[src/rtl/mem_arbiter_pkg.sv]
// Shared types for the two-master memory front end: FSM states, owner
// encoding, request bundle and the read-abort data pattern.
package mem_arbiter_pkg;

    typedef enum logic [1:0] {
        ST_IDLE    = 2'd0,
        ST_REQ     = 2'd1,
        ST_WAIT_RD = 2'd2
    } state_e;

    typedef enum logic {
        OWN_IF = 1'b0,
        OWN_LS = 1'b1
    } owner_e;

    typedef struct packed {
        logic        cs;
        logic [31:0] addr;
        logic [31:0] wdata;
        logic [3:0]  byte_en;
        logic        read_en;
        logic        write_en;
    } mc_req_t;

    localparam logic [31:0] ERR_DATA = 32'hDEAD_BEEF;

    function automatic logic addr_in_region(
        input logic [31:0] addr,
        input logic [31:0] base,
        input logic [31:0] mask
    );
        return ((addr & mask) == base);
    endfunction

endpackage

[src/rtl/mem_arbiter_rr_arb2.sv]
// Two-request round-robin arbiter; on contention the master that did not win
// last time is granted. last_grant only moves when a grant is actually made.
module rr_arb2
    import mem_arbiter_pkg::*;
(
    input  logic clk,
    input  logic rst,
    input  logic i_en,
    input  logic i_req_if,
    input  logic i_req_ls,
    output logic o_gnt_if,
    output logic o_gnt_ls
);

    owner_e r_last_grant;

    always_comb begin
        o_gnt_if = 1'b0;
        o_gnt_ls = 1'b0;
        if (i_en) begin
            if (i_req_if && i_req_ls) begin
                if (r_last_grant == OWN_IF) begin
                    o_gnt_ls = 1'b1;
                end else begin
                    o_gnt_if = 1'b1;
                end
            end else if (i_req_if) begin
                o_gnt_if = 1'b1;
            end else if (i_req_ls) begin
                o_gnt_ls = 1'b1;
            end
        end
    end

    always_ff @(posedge clk or posedge rst) begin
        if (rst) begin
            r_last_grant <= OWN_IF;
        end else if (o_gnt_if) begin
            r_last_grant <= OWN_IF;
        end else if (o_gnt_ls) begin
            r_last_grant <= OWN_LS;
        end
    end

endmodule

[src/rtl/mem_arbiter.sv]
// Two-master (IF / LS) front end for the memory controller: arbitrates,
// decodes the data-RAM chip select and routes read data back to the owner.
//
//   state      | meaning
//   -----------+----------------------------------------------------------
//   ST_IDLE    | no transaction; combinational grant to a requesting master
//   ST_REQ     | latched request presented to the controller until accepted
//   ST_WAIT_RD | read accepted, waiting for data or the timeout
module mem_arbiter
    import mem_arbiter_pkg::*;
#(
    parameter logic [31:0] DATA_BASE = 32'h0001_0000,
    parameter logic [31:0] DATA_MASK = 32'hFFFF_0000,
    parameter int          TIMEOUT   = 16
) (
    input  logic        clk,
    input  logic        rst,

    input  logic        if_req_valid,
    input  logic [31:0] if_addr,
    output logic        if_req_ready,
    output logic        if_rdata_valid,
    output logic [31:0] if_rdata,
    output logic        if_err,

    input  logic        ls_req_valid,
    input  logic        ls_we,
    input  logic [31:0] ls_addr,
    input  logic [31:0] ls_wdata,
    input  logic [3:0]  ls_byte_en,
    output logic        ls_req_ready,
    output logic        ls_rdata_valid,
    output logic [31:0] ls_rdata,
    output logic        ls_err,

    output logic        mc_valid_out,
    input  logic        mc_ready_in,
    output logic        mc_cs_out,
    output logic [31:0] mc_addr_out,
    output logic [31:0] mc_write_data_out,
    output logic [3:0]  mc_write_byte_en_out,
    output logic        mc_read_en_out,
    output logic        mc_write_en_out,
    input  logic        mc_rdata_valid_in,
    input  logic [31:0] mc_read_data_in
);

    localparam int              CNT_W    = (TIMEOUT > 1) ? $clog2(TIMEOUT) : 1;
    localparam logic [CNT_W-1:0] CNT_LAST = CNT_W'(TIMEOUT - 1);

    state_e           r_state;
    state_e           w_next_state;
    owner_e           r_owner;
    mc_req_t          r_req;
    mc_req_t          w_req_new;
    logic [CNT_W-1:0] r_cnt;

    logic        r_if_rdata_valid;
    logic [31:0] r_if_rdata;
    logic        r_if_err;
    logic        r_ls_rdata_valid;
    logic [31:0] r_ls_rdata;
    logic        r_ls_err;

    logic w_arb_en;
    logic w_grant_if;
    logic w_grant_ls;
    logic w_ls_cs;
    logic w_ls_bad_wr;
    logic w_load_req;
    logic w_done_data;
    logic w_done_timeout;
    logic w_cnt_clr;
    logic w_cnt_inc;

    // Gating with rst keeps the ready outputs low while reset is held.
    assign w_arb_en = (r_state == ST_IDLE) && !rst;

    rr_arb2 u_arb (
        .clk      (clk),
        .rst      (rst),
        .i_en     (w_arb_en),
        .i_req_if (if_req_valid),
        .i_req_ls (ls_req_valid),
        .o_gnt_if (w_grant_if),
        .o_gnt_ls (w_grant_ls)
    );

    assign w_ls_cs     = addr_in_region(ls_addr, DATA_BASE, DATA_MASK);
    assign w_ls_bad_wr = w_grant_ls && ls_we && !w_ls_cs;

    always_comb begin
        w_req_new = '0;
        if (w_grant_if) begin
            w_req_new.cs       = 1'b0;
            w_req_new.addr     = if_addr;
            w_req_new.byte_en  = 4'hF;
            w_req_new.read_en  = 1'b1;
        end else begin
            w_req_new.cs       = w_ls_cs;
            w_req_new.addr     = ls_addr;
            w_req_new.wdata    = ls_wdata;
            w_req_new.byte_en  = ls_byte_en;
            w_req_new.read_en  = !ls_we;
            w_req_new.write_en = ls_we;
        end
    end

    always_ff @(posedge clk or posedge rst) begin
        if (rst) begin
            r_state <= ST_IDLE;
        end else begin
            r_state <= w_next_state;
        end
    end

    always_comb begin
        w_next_state   = r_state;
        w_load_req     = 1'b0;
        w_done_data    = 1'b0;
        w_done_timeout = 1'b0;
        w_cnt_clr      = 1'b0;
        w_cnt_inc      = 1'b0;
        case (r_state)
            ST_IDLE: begin
                if (w_grant_if || (w_grant_ls && !w_ls_bad_wr)) begin
                    w_load_req   = 1'b1;
                    w_next_state = ST_REQ;
                end
            end
            ST_REQ: begin
                if (mc_ready_in) begin
                    if (r_req.write_en) begin
                        w_next_state = ST_IDLE;
                    end else if (mc_rdata_valid_in) begin
                        w_done_data  = 1'b1;
                        w_next_state = ST_IDLE;
                    end else begin
                        w_cnt_clr    = 1'b1;
                        w_next_state = ST_WAIT_RD;
                    end
                end
            end
            ST_WAIT_RD: begin
                if (mc_rdata_valid_in) begin
                    w_done_data  = 1'b1;
                    w_next_state = ST_IDLE;
                end else if (r_cnt == CNT_LAST) begin
                    w_done_timeout = 1'b1;
                    w_next_state   = ST_IDLE;
                end else begin
                    w_cnt_inc = 1'b1;
                end
            end
            default: begin
                w_next_state = ST_IDLE;
            end
        endcase
    end

    always_ff @(posedge clk or posedge rst) begin
        if (rst) begin
            r_owner          <= OWN_IF;
            r_req            <= '0;
            r_cnt            <= '0;
            r_if_rdata_valid <= 1'b0;
            r_if_rdata       <= '0;
            r_if_err         <= 1'b0;
            r_ls_rdata_valid <= 1'b0;
            r_ls_rdata       <= '0;
            r_ls_err         <= 1'b0;
        end else begin
            r_if_rdata_valid <= 1'b0;
            r_if_err         <= 1'b0;
            r_ls_rdata_valid <= 1'b0;
            r_ls_err         <= 1'b0;

            if (w_load_req) begin
                r_req   <= w_req_new;
                r_owner <= w_grant_ls ? OWN_LS : OWN_IF;
            end

            // Writes into the instruction region are refused without touching the controller.
            if (w_ls_bad_wr) begin
                r_ls_err <= 1'b1;
            end

            if (w_cnt_clr) begin
                r_cnt <= '0;
            end else if (w_cnt_inc) begin
                r_cnt <= r_cnt + CNT_W'(1);
            end

            if (w_done_data) begin
                if (r_owner == OWN_IF) begin
                    r_if_rdata       <= mc_read_data_in;
                    r_if_rdata_valid <= 1'b1;
                end else begin
                    r_ls_rdata       <= mc_read_data_in;
                    r_ls_rdata_valid <= 1'b1;
                end
            end else if (w_done_timeout) begin
                if (r_owner == OWN_IF) begin
                    r_if_rdata <= ERR_DATA;
                    r_if_err   <= 1'b1;
                end else begin
                    r_ls_rdata <= ERR_DATA;
                    r_ls_err   <= 1'b1;
                end
            end
        end
    end

    assign if_req_ready         = w_grant_if;
    assign ls_req_ready         = w_grant_ls;
    assign if_rdata_valid       = r_if_rdata_valid;
    assign if_rdata             = r_if_rdata;
    assign if_err               = r_if_err;
    assign ls_rdata_valid       = r_ls_rdata_valid;
    assign ls_rdata             = r_ls_rdata;
    assign ls_err               = r_ls_err;

    assign mc_valid_out         = (r_state == ST_REQ);
    assign mc_cs_out            = r_req.cs;
    assign mc_addr_out          = r_req.addr;
    assign mc_write_data_out    = r_req.wdata;
    assign mc_write_byte_en_out = r_req.byte_en;
    assign mc_read_en_out       = r_req.read_en;
    assign mc_write_en_out      = r_req.write_en;

endmodule
[config.mk]
export PLATFORM = sky130hd
export DESIGN_NAME = mem_arbiter
export DESIGN_NICKNAME = d
export VERILOG_FILES = /design/src/rtl/mem_arbiter_pkg.sv /design/src/rtl/mem_arbiter_rr_arb2.sv /design/src/rtl/mem_arbiter.sv
export SDC_FILE = /design/constraint.sdc
export NUM_CORES = 1
export LEC_CHECK = 0
export CORE_ASPECT_RATIO = 0.7
export CORE_MARGIN = 1
export CORE_UTILIZATION = 46
export CTS_BUF_LIST = sky130_fd_sc_hd__clkbuf_4 sky130_fd_sc_hd__clkbuf_8
export DETAILED_ROUTE_END_ITERATION = 7
export GPL_TIMING_DRIVEN = 0
export PLACE_DENSITY = 0.88
export SLEW_MARGIN = 20
export SYNTH_ARGS = -nofsm -noshare
export SYNTH_HDL_FRONTEND = slang
export SYNTH_SLANG_ARGS = --single-unit
[constraint.sdc]
create_clock -name clk -period 7 [get_ports clk]
set_input_delay 1.05 -clock clk [delete_from_list [all_inputs] [get_ports clk]]
set_output_delay 1.05 -clock clk [all_outputs]
set_load 0.01 [all_outputs]
# == Yosys cells after proc, flatten, opt, wreduce, memory -nomap -nowiden ==
# Cells that the tools add are included.
# classes
n_addsub,1
mul,0
n_div,0
magnitude_cmp,0
eq_ne,11
n_shift,0
n_mux,59
bitwise,0
reduce_logical,17
# ops
cell,n
two-way mux 32 bit,9
two-way mux 1 bit,38
two-way mux 33 bit,1
equality test 16 x 1 -> 1 bit (second input constant),1
two-way mux 2 bit,6
AND reduction 3 bit,3
two-way mux 4 bit,2
!= test 2 bit (second input constant),4
case mux 2 bit (3 select lines),1
nonzero test 2 bit,3
logical AND 1 bit,5
two-way mux 5 bit,1
adder 4 x 1 -> 4 bit (second input constant),1
equality test 4 bit (second input constant),1
zero test 1 bit,4
!= test 2 x 1 -> 1 bit (second input constant),2
!= test 3 bit (second input constant),1
equality test 2 x 1 -> 1 bit (second input constant),1
equality test 2 bit (second input constant),1
zero test 2 bit,1
case mux 1 bit (2 select lines),1
logical OR 1 bit,1
# word_totals
register_bits,147
latchBits,0
mem_bits_rw,0
romBits,0
inputBits,139
output_inout_bits,142
mem_count,0

# == Logic depth before layout (Yosys ltp) ==
# Gate-level depths: netlist (run 1).
# depth
depth_word,11
ltp_mapped,9

# == By module ==
# Synthesis (run 1) repeated with hierarchy kept, for this count alone.
# hier_totals
hier_cells,610
hier_area_um2,6606.3
# modules_own_cells
mod,n_inst,cells_each,area_per_inst_um2,seq_area_each_um2
mem_arbiter,1,601,6541.3,3653.5
rr_arb2,1,9,65.1,25.0

# == Worst setup path before layout (run 1) ==
# Ideal clock, no wire load.
# synth_timing
path_type,input-to-output
start,in rst
end,out ls_req_ready
arrival_ns,2.125
setup_slack_ns,3.825
path_stages,5
path_buffers,2
cell_sequence,nand3b_1 or2_2 clkbuf_1 inv_2 clkbuf_1
# synth_via
elab_chain_cells,3
# synth_rtl
item,line_no,rtl
"start, declared",mem_arbiter.sv:17,"input logic rst,"
zero test 1 bit (no line),n/a,
logical AND 1 bit,mem_arbiter.sv:77,assign w_arb_en = (r_state == ST_IDLE) && !rst;
two-way mux 1 bit,mem_arbiter_rr_arb2.sv:20,if (i_en) begin
"end, declared",mem_arbiter.sv:31,"output logic ls_req_ready,"
# No other way between the ends.

# == Worst setup path after layout (run 1) ==
# Same ends and word-level chain as after synthesis.

==> results of run 1 <==
-- per-stage QoR --
step | total power [mW] | cells | utilization (%) | hold WS (ns) | area (um2)
after floorplan | 2.15 | 548 | - | 0.509 | 6110
after global placement | 3.14 | 990 | 71.9 | 0.466 | 9120
after detailed placement | 3.24 | 991 | 72.2 | 0.476 | 9150
after CTS | 3.94 | 1023 | 75.5 | 0.495 | 9580
after global routing | 4.14 | 1023 | 75.5 | 0.517 | 9580
final | 3.93 | 1023 | 75.5 | 0.493 | 9580
-- Yosys cell counts (all sizes together) (2+ instances only) --
master	count
a21oi	36
a22o	12
a32oi	32
buf	4
clkbuf	48
clkinv	2
dfrtp	147
ha	5
inv	11
nand2	7
nand2b	2
nand3	46
nand3b	3
nor2	4
nor2b	4
o21ai	110
o22a	48
or4	3
xor2	2
-- routing by layer --
layer | track usage, % | share of wire, % | vias to the layer above
met1 | 40.5 | 41 | 3057
met3 | 5.10 | 5.5 | 55
met4 | 14.0 | 3.5 | 0
li1 | - | - | 2668
met2 | 52.7 | 50 | 261
met5 | 0 | 0 | -
-- cell families after synthesis --
| family | after synthesis |
|---|---|
| AOI/OAI and AO/OA | 248 |
| xor gates and xnor gates | 2 |
| adders and majority gates | 5 |
| buffers and inverters | 65 |
| DFF | 147 |
| muxes | 2 |
| and+or+nand+nor | 79 |
-- state kept, by name, indices dropped and copies added, names as in the netlist, 2 cells and up --
register	count
mc_write_byte_en_out	4
r_cnt	4
mc_addr_out	32
mc_write_data_out	32
if_rdata	32
ls_rdata	32
r_state	2
-- final timing paths --
check,start,endpoint,cells after the start,slack [ns]
max,rst,ls_req_ready,7,2.14
min,ls_rdata[18],ls_rdata[18],1,0.49
max reg2reg,r_cnt[0],ls_rdata[16],7,4.11
min reg2reg,ls_rdata[18],ls_rdata[18],1,0.49
max in group asynchronous,rst,mc_write_data_out[13],3,5.08
min in group asynchronous,rst,mc_addr_out[1],2,1.08
-- final cells by class --
| type | instances | area, um2 | area share, % |
|---|---|---|---|
| plain buffers | 52 | 203 | 2.12 |
| clock buffers | 18 | 248 | 2.59 |
| clock inverters | 14 | 178 | 1.86 |
| inverters | 13 | 56.3 | 0.588 |
| multi-input cells | 336 | 2180 | 22.8 |
| flip-flops and latches | 147 | 3680 | 38.4 |
| well taps | 162 | 203 | 2.12 |
| repair buffers | 281 | 2830 | 29.6 |
-- where the power goes --
| group | internal [mW] | switching (mW) |
|---|---|---|
| clock | 0.367 | 0.335 |
| combinational | 0.981 | 0.792 |
| sequential | 1.24 | 0.223 |
-- critical path: stages --
cell             delay [ns]
clkdlybuf4s50_1        0.55
nand3b_1               0.27
or2_2                  0.32
clkbuf_1               0.29
inv_2                  0.25
clkbuf_1               0.42
clkdlybuf4s50_1        0.67
-- placed cells by master (no fill, tap or decap), types with 2 or more instances in the layout --
master             n
nand2_1            7
o22a_1            48
clkinv_4           3
xor2_1             2
clkbuf_8          18
clkdlybuf4s50_1  280
bufinv_16          3
ha_1               5
nor2_1             4
a22o_1            12
buf_1              2
nand2b_1           2
inv_6              3
clkinvlp_4         4
o21ai_0          110
clkbuf_1          48
dfrtp_1          147
a32oi_1           32
nand3_1           46
a21oi_1           36
nor2b_1            4
clkinv_1           2
inv_1              9
or4_4              2
nand3b_1           3
buf_4              2
==> impl_metrics.json, run 1 <==
{
  "clockRootBuffer": "clkbuf_8",
  "first_pass_iters": 5,
  "start_util_pct": 48.2,
  "cts_setup_buffers": 0,
  "ctsLongestPathBuffers": 2,
  "setup_ws_ns": 2.14,
  "grt_pass1_vias": 6262,
  "ioPinCount": 281,
  "via_per_inst": 5.91,
  "clock_sinks": 147,
  "synth_mux_area_share_pct": 0.348,
  "fmax_mhz": 206,
  "synthXorXnorAreaFrac_pct": 0.287,
  "antenna_cells": 0,
  "drc_errors": 0,
  "dieArea_mm2": 0.0138,
  "postSynthCellCount": 548,
  "ys_types": 44,
  "clk_latency_ns": 0.42,
  "ys.warnings.count": 0,
  "syn_area_per_cell_um2": 11.2,
  "max-vdd-ir-drop_uv": 221,
  "setup_violations": 0,
  "pre_cts_slack_ns": 2.14,
  "worstMarginPinSlew_ns": 0.925,
  "postRouteAntennaNets": 0,
  "wl_mm": 21.4,
  "cts_tree": "done",
  "nFillCells": 868,
  "final.setup.tns_ns": 0,
  "rows": 34,
  "cp_data_required_time_ns": 5.95,
  "netlist_area_mm2": 0.00611,
  "period_needed_ns": 4.86,
  "dr.first_iter.drc_count": 447,
  "critical_path_peak_fanout": 10,
  "finalMaxSlewViolations": 0,
  "p_per_area_mw_per_mm2": 411,
  "vias": 6041,
  "synth_area_leader_cell": "dfrtp_1",
  "cp-start-kind": "input port",
  "min_path_type": "register to register",
  "synth_edf_count": 0,
  "cts.clk_slew.worst_paths_ns": 0.08,
  "grt_overflow": 0,
  "cap_violations": 0,
  "synth_top_area_share_pct": 60.2,
  "synth_simple_gate_area_share_pct": 7.15,
  "antenna_found_initial": 0,
  "synth_nets": 692,
  "grt_pass1_wl_mm": 33.3,
  "cts_inserted_buffers": 17,
  "max_slew_margin_pct": 38.2,
  "ys_seq_elements": 147,
  "nets": 992,
  "arrival_ns": 3.81,
  "ys_seq_area_share_pct": 60.2,
  "gp_congestion": 0.976,
  "hpwl_mm": 16.3,
  "area_growth_pct": 56.7,
  "wire_per_inst_um": 20.9,
  "drive_above_1_share_pct": 5.11,
  "async_reset_ff_share_pct": 100,
  "yosys-top-cells-area": "dfrtp_1, o21ai_0, o22a_1",
  "rsz0062_at_grt": "no",
  "cts_resized": 0,
  "synth_top_family_by_area": "compound AO/OA/AOI/OAI gates",
  "grt_usage_pct": 31.4,
  "leakage_nw": 3.82,
  "htreeDepth": 4,
  "core_mm2": 0.0127,
  "holdBufCountCts": 0,
  "path_class": "input port to primary output",
  "synthAdderAreaFrac_pct": 1.02,
  "finalHoldViolations": 0,
  "synth-compound-area-share_pct": 26.9,
  "numPortBuffers": 280,
  "outcome": "completed",
  "fin_crit_sh_pct": 69.4,
  "synthFlopType": "dfrtp_1",
  "die_h_um": 98.4,
  "fp.dieW_um": 140,
  "cp-end-kind": "primary output",
  "skew_ns": 0.0126,
  "grt_max_degree": 112
}
Power figures use the tool's default switching activity.
==> run 2, diff against run 1 <==
--- a/config.mk
+++ b/config.mk
@@ -7,11 +7,11 @@
 export LEC_CHECK = 0
 export CORE_ASPECT_RATIO = 0.7
 export CORE_MARGIN = 1
-export CORE_UTILIZATION = 46
+export CORE_UTILIZATION = 43
 export CTS_BUF_LIST = sky130_fd_sc_hd__clkbuf_4 sky130_fd_sc_hd__clkbuf_8
 export DETAILED_ROUTE_END_ITERATION = 7
 export GPL_TIMING_DRIVEN = 0
-export PLACE_DENSITY = 0.88
+export PLACE_DENSITY = 0.83
 export SLEW_MARGIN = 20
 export SYNTH_ARGS = -nofsm -noshare
 export SYNTH_HDL_FRONTEND = slang
==> constraint.sdc (replaced) <==
create_clock -name clk -period 4.5 [get_ports clk]
set_input_delay 0.675 -clock clk [delete_from_list [all_inputs] [get_ports clk]]
set_output_delay 0.675 -clock clk [all_outputs]
set_load 0.01 [all_outputs]
==> run 2 against run 1 <==
- sequential power up 56%
- global-route usage down 2.2 points
- die area rose by 6.9%
- critical path type unchanged
- sequential share of layout area shrank 0.22 points
- critical endpoint unchanged
- wire length decreased by 1.2%
- hold slack got worse by 0.0021 ns
- first-iteration DRC count shrank 28%
- clock skew up 0.0012 ns
- non-clock buffer count is 3 higher
- count of clock-buffer cells in the layout increased by 1
==> impl_metrics.json, run 2 (same netlist as run 1, synthesis figures left out) <==
{
  "cap_violations": 0,
  "ctsLongestPathBuffers": 2,
  "outcome": "completed",
  "drive_above_1_share_pct": 5.44,
  "critical_path_peak_fanout": 10,
  "nFillCells": 1050,
  "ioPinCount": 281,
  "leakage_nw": 3.84,
  "postRouteAntennaNets": 0,
  "period_needed_ns": 4.00,
  "final.setup.tns_ns": 0,
  "fmax_mhz": 250,
  "cp_cell_sequence": "clkdlybuf4s50_1 > nand3b_1 > or2_2 > clkbuf_1 > inv_2 > clkbuf_1 > clkdlybuf4s50_1",
  "vias": 5940,
  "cts_setup_buffers": 0,
  "via_per_inst": 5.64,
  "critPathSlowestCell": "clkdlybuf4s50_1",
  "hpwl_mm": 16.0,
  "wire_per_inst_um": 20.1,
  "grt_pass1_wl_mm": 31.8,
  "cp_data_required_time_ns": 3.83,
  "holdBufCountCts": 0,
  "cts.clk_slew.worst_paths_ns": 0.09,
  "nets": 995,
  "grt_pass1_vias": 5774,
  "worstMarginPinSlew_ns": 0.848,
  "grt_max_degree": 36,
  "dr.first_iter.drc_count": 321,
  "fin_crit_sh_pct": 88.9,
  "min_path_type": "register to register",
  "finalMaxSlewViolations": 0,
  "p_per_area_mw_per_mm2": 629,
  "cp-start-kind": "input port",
  "path_class": "input port to primary output",
  "cp-end-kind": "primary output",
  "start_util_pct": 44.0,
  "clk_latency_ns": 0.46,
  "slowest_delay_ns": 0.65,
  "worst_hold_slack_ns": 0.491,
  "clockRootBuffer": "clkbuf_8",
  "wl_mm": 21.2,
  "layout_commonest_cell": "clkdlybuf4s50_1",
  "arrival_ns": 3.33,
  "setup_violations": 0,
  "grt_overflow": 0,
  "gp_congestion": 0.864,
  "antenna_cells": 0,
  "cts_tree": "done",
  "grt_usage_pct": 29.2,
  "cts_resized": 0,
  "rows": 36,
  "numPortBuffers": 280,
  "fp.dieW_um": 144,
  "drc_errors": 0,
  "finalHoldViolations": 0,
  "dieArea_mm2": 0.0147,
  "skew_ns": 0.0138,
  "antenna_found_initial": 0,
  "die_h_um": 102,
  "core_mm2": 0.0139,
  "htreeDepth": 4,
  "rsz0062_at_grt": "no",
  "max-vdd-ir-drop_uv": 254,
  "max_slew_margin_pct": 43.3,
  "cts_inserted_buffers": 17,
  "area_growth_pct": 57.6,
  "layout_common_cells": "clkdlybuf4s50_1, dfrtp_1, o21ai_0, clkbuf_1, o22a_1",
  "first_pass_iters": 5,
  "clock_sinks": 147
}
[run 2: changes by cell type in the layout (fill, tap and decap cells not counted)]
cell        change
bufinv_16       -2
buf_12          +4
buf_16          -1
clkinvlp_4      -3
inv_6           +3
inv_8           +1
clkbuf_8        +1
[run 2: through the flow]
step           total power [mW]  util (%)  instance area [um2]  std cells  setup slack [ns]
4_1_cts                    6.08      69.4                 9630       1054             0.449
3_5_place_dp               5.03      66.6                 9240       1022             0.463
3_3_place_gp               4.90      66.0                 9160       1018             0.486
6_report                   6.06      69.4                 9630       1054             0.498
2_1_floorplan              3.34         -                 6110        548              1.98
5_1_grt                    6.42      69.4                 9630       1054             0.371
[run 2: critical path, delay by kind of cell]
| family | cells | cell delay, ns |
|---|---|---|
| AND/OR/NAND/NOR | 2 | 0.54 |
| buffers and inverters | 5 | 2.11 |
[run 2: per-layer routing]
| layer | global-route usage (%) | vias up | wire length (um) | share of wire, % |
|---|---|---|---|---|
| met5 | 0 | - | 0 | 0 |
| met4 | 12.6 | 0 | 463 | 2.2 |
| met3 | 7.90 | 35 | 1860 | 8.8 |
| met2 | 50.0 | 293 | 10700 | 50 |
| met1 | 34.7 | 2940 | 8160 | 39 |
| li1 | - | 2672 | - | - |
[run 2: final timing paths]
path                                    from                    to  slack, ns  cells after the start
min in group asynchronous                rst  mc_write_data_out[6]       0.68                      2
worst max-delay path                     rst          ls_req_ready       0.50                      7
max in group asynchronous                rst          if_rdata[20]       3.05                      4
worst max register to register      r_cnt[0]           if_rdata[5]       1.71                      7
worst min-delay path            ls_rdata[28]          ls_rdata[28]       0.49                      1
worst min register to register  ls_rdata[28]          ls_rdata[28]       0.49                      1
[run 2: report_power, final]
part	internal, mW	total [mW]	switching [mW]
clock network	0.486	1.04	0.553
logic	1.53	2.75	1.22
registers	1.92	2.28	0.354
total	3.94	6.06	2.12
[run 2: final cells by class]
cell class / count / area [um2] / area share, %
Clock buffer: 19 / 262 / 2.71
Inverter: 13 / 52.6 / 0.546
Timing Repair Buffer: 284 / 2880 / 29.9
Tap cell: 190 / 238 / 2.47
Clock inverter: 13 / 136 / 1.42
Buffer: 52 / 203 / 2.10
Multi-Input combinational cell: 336 / 2180 / 22.6
Sequential cell: 147 / 3680 / 38.2
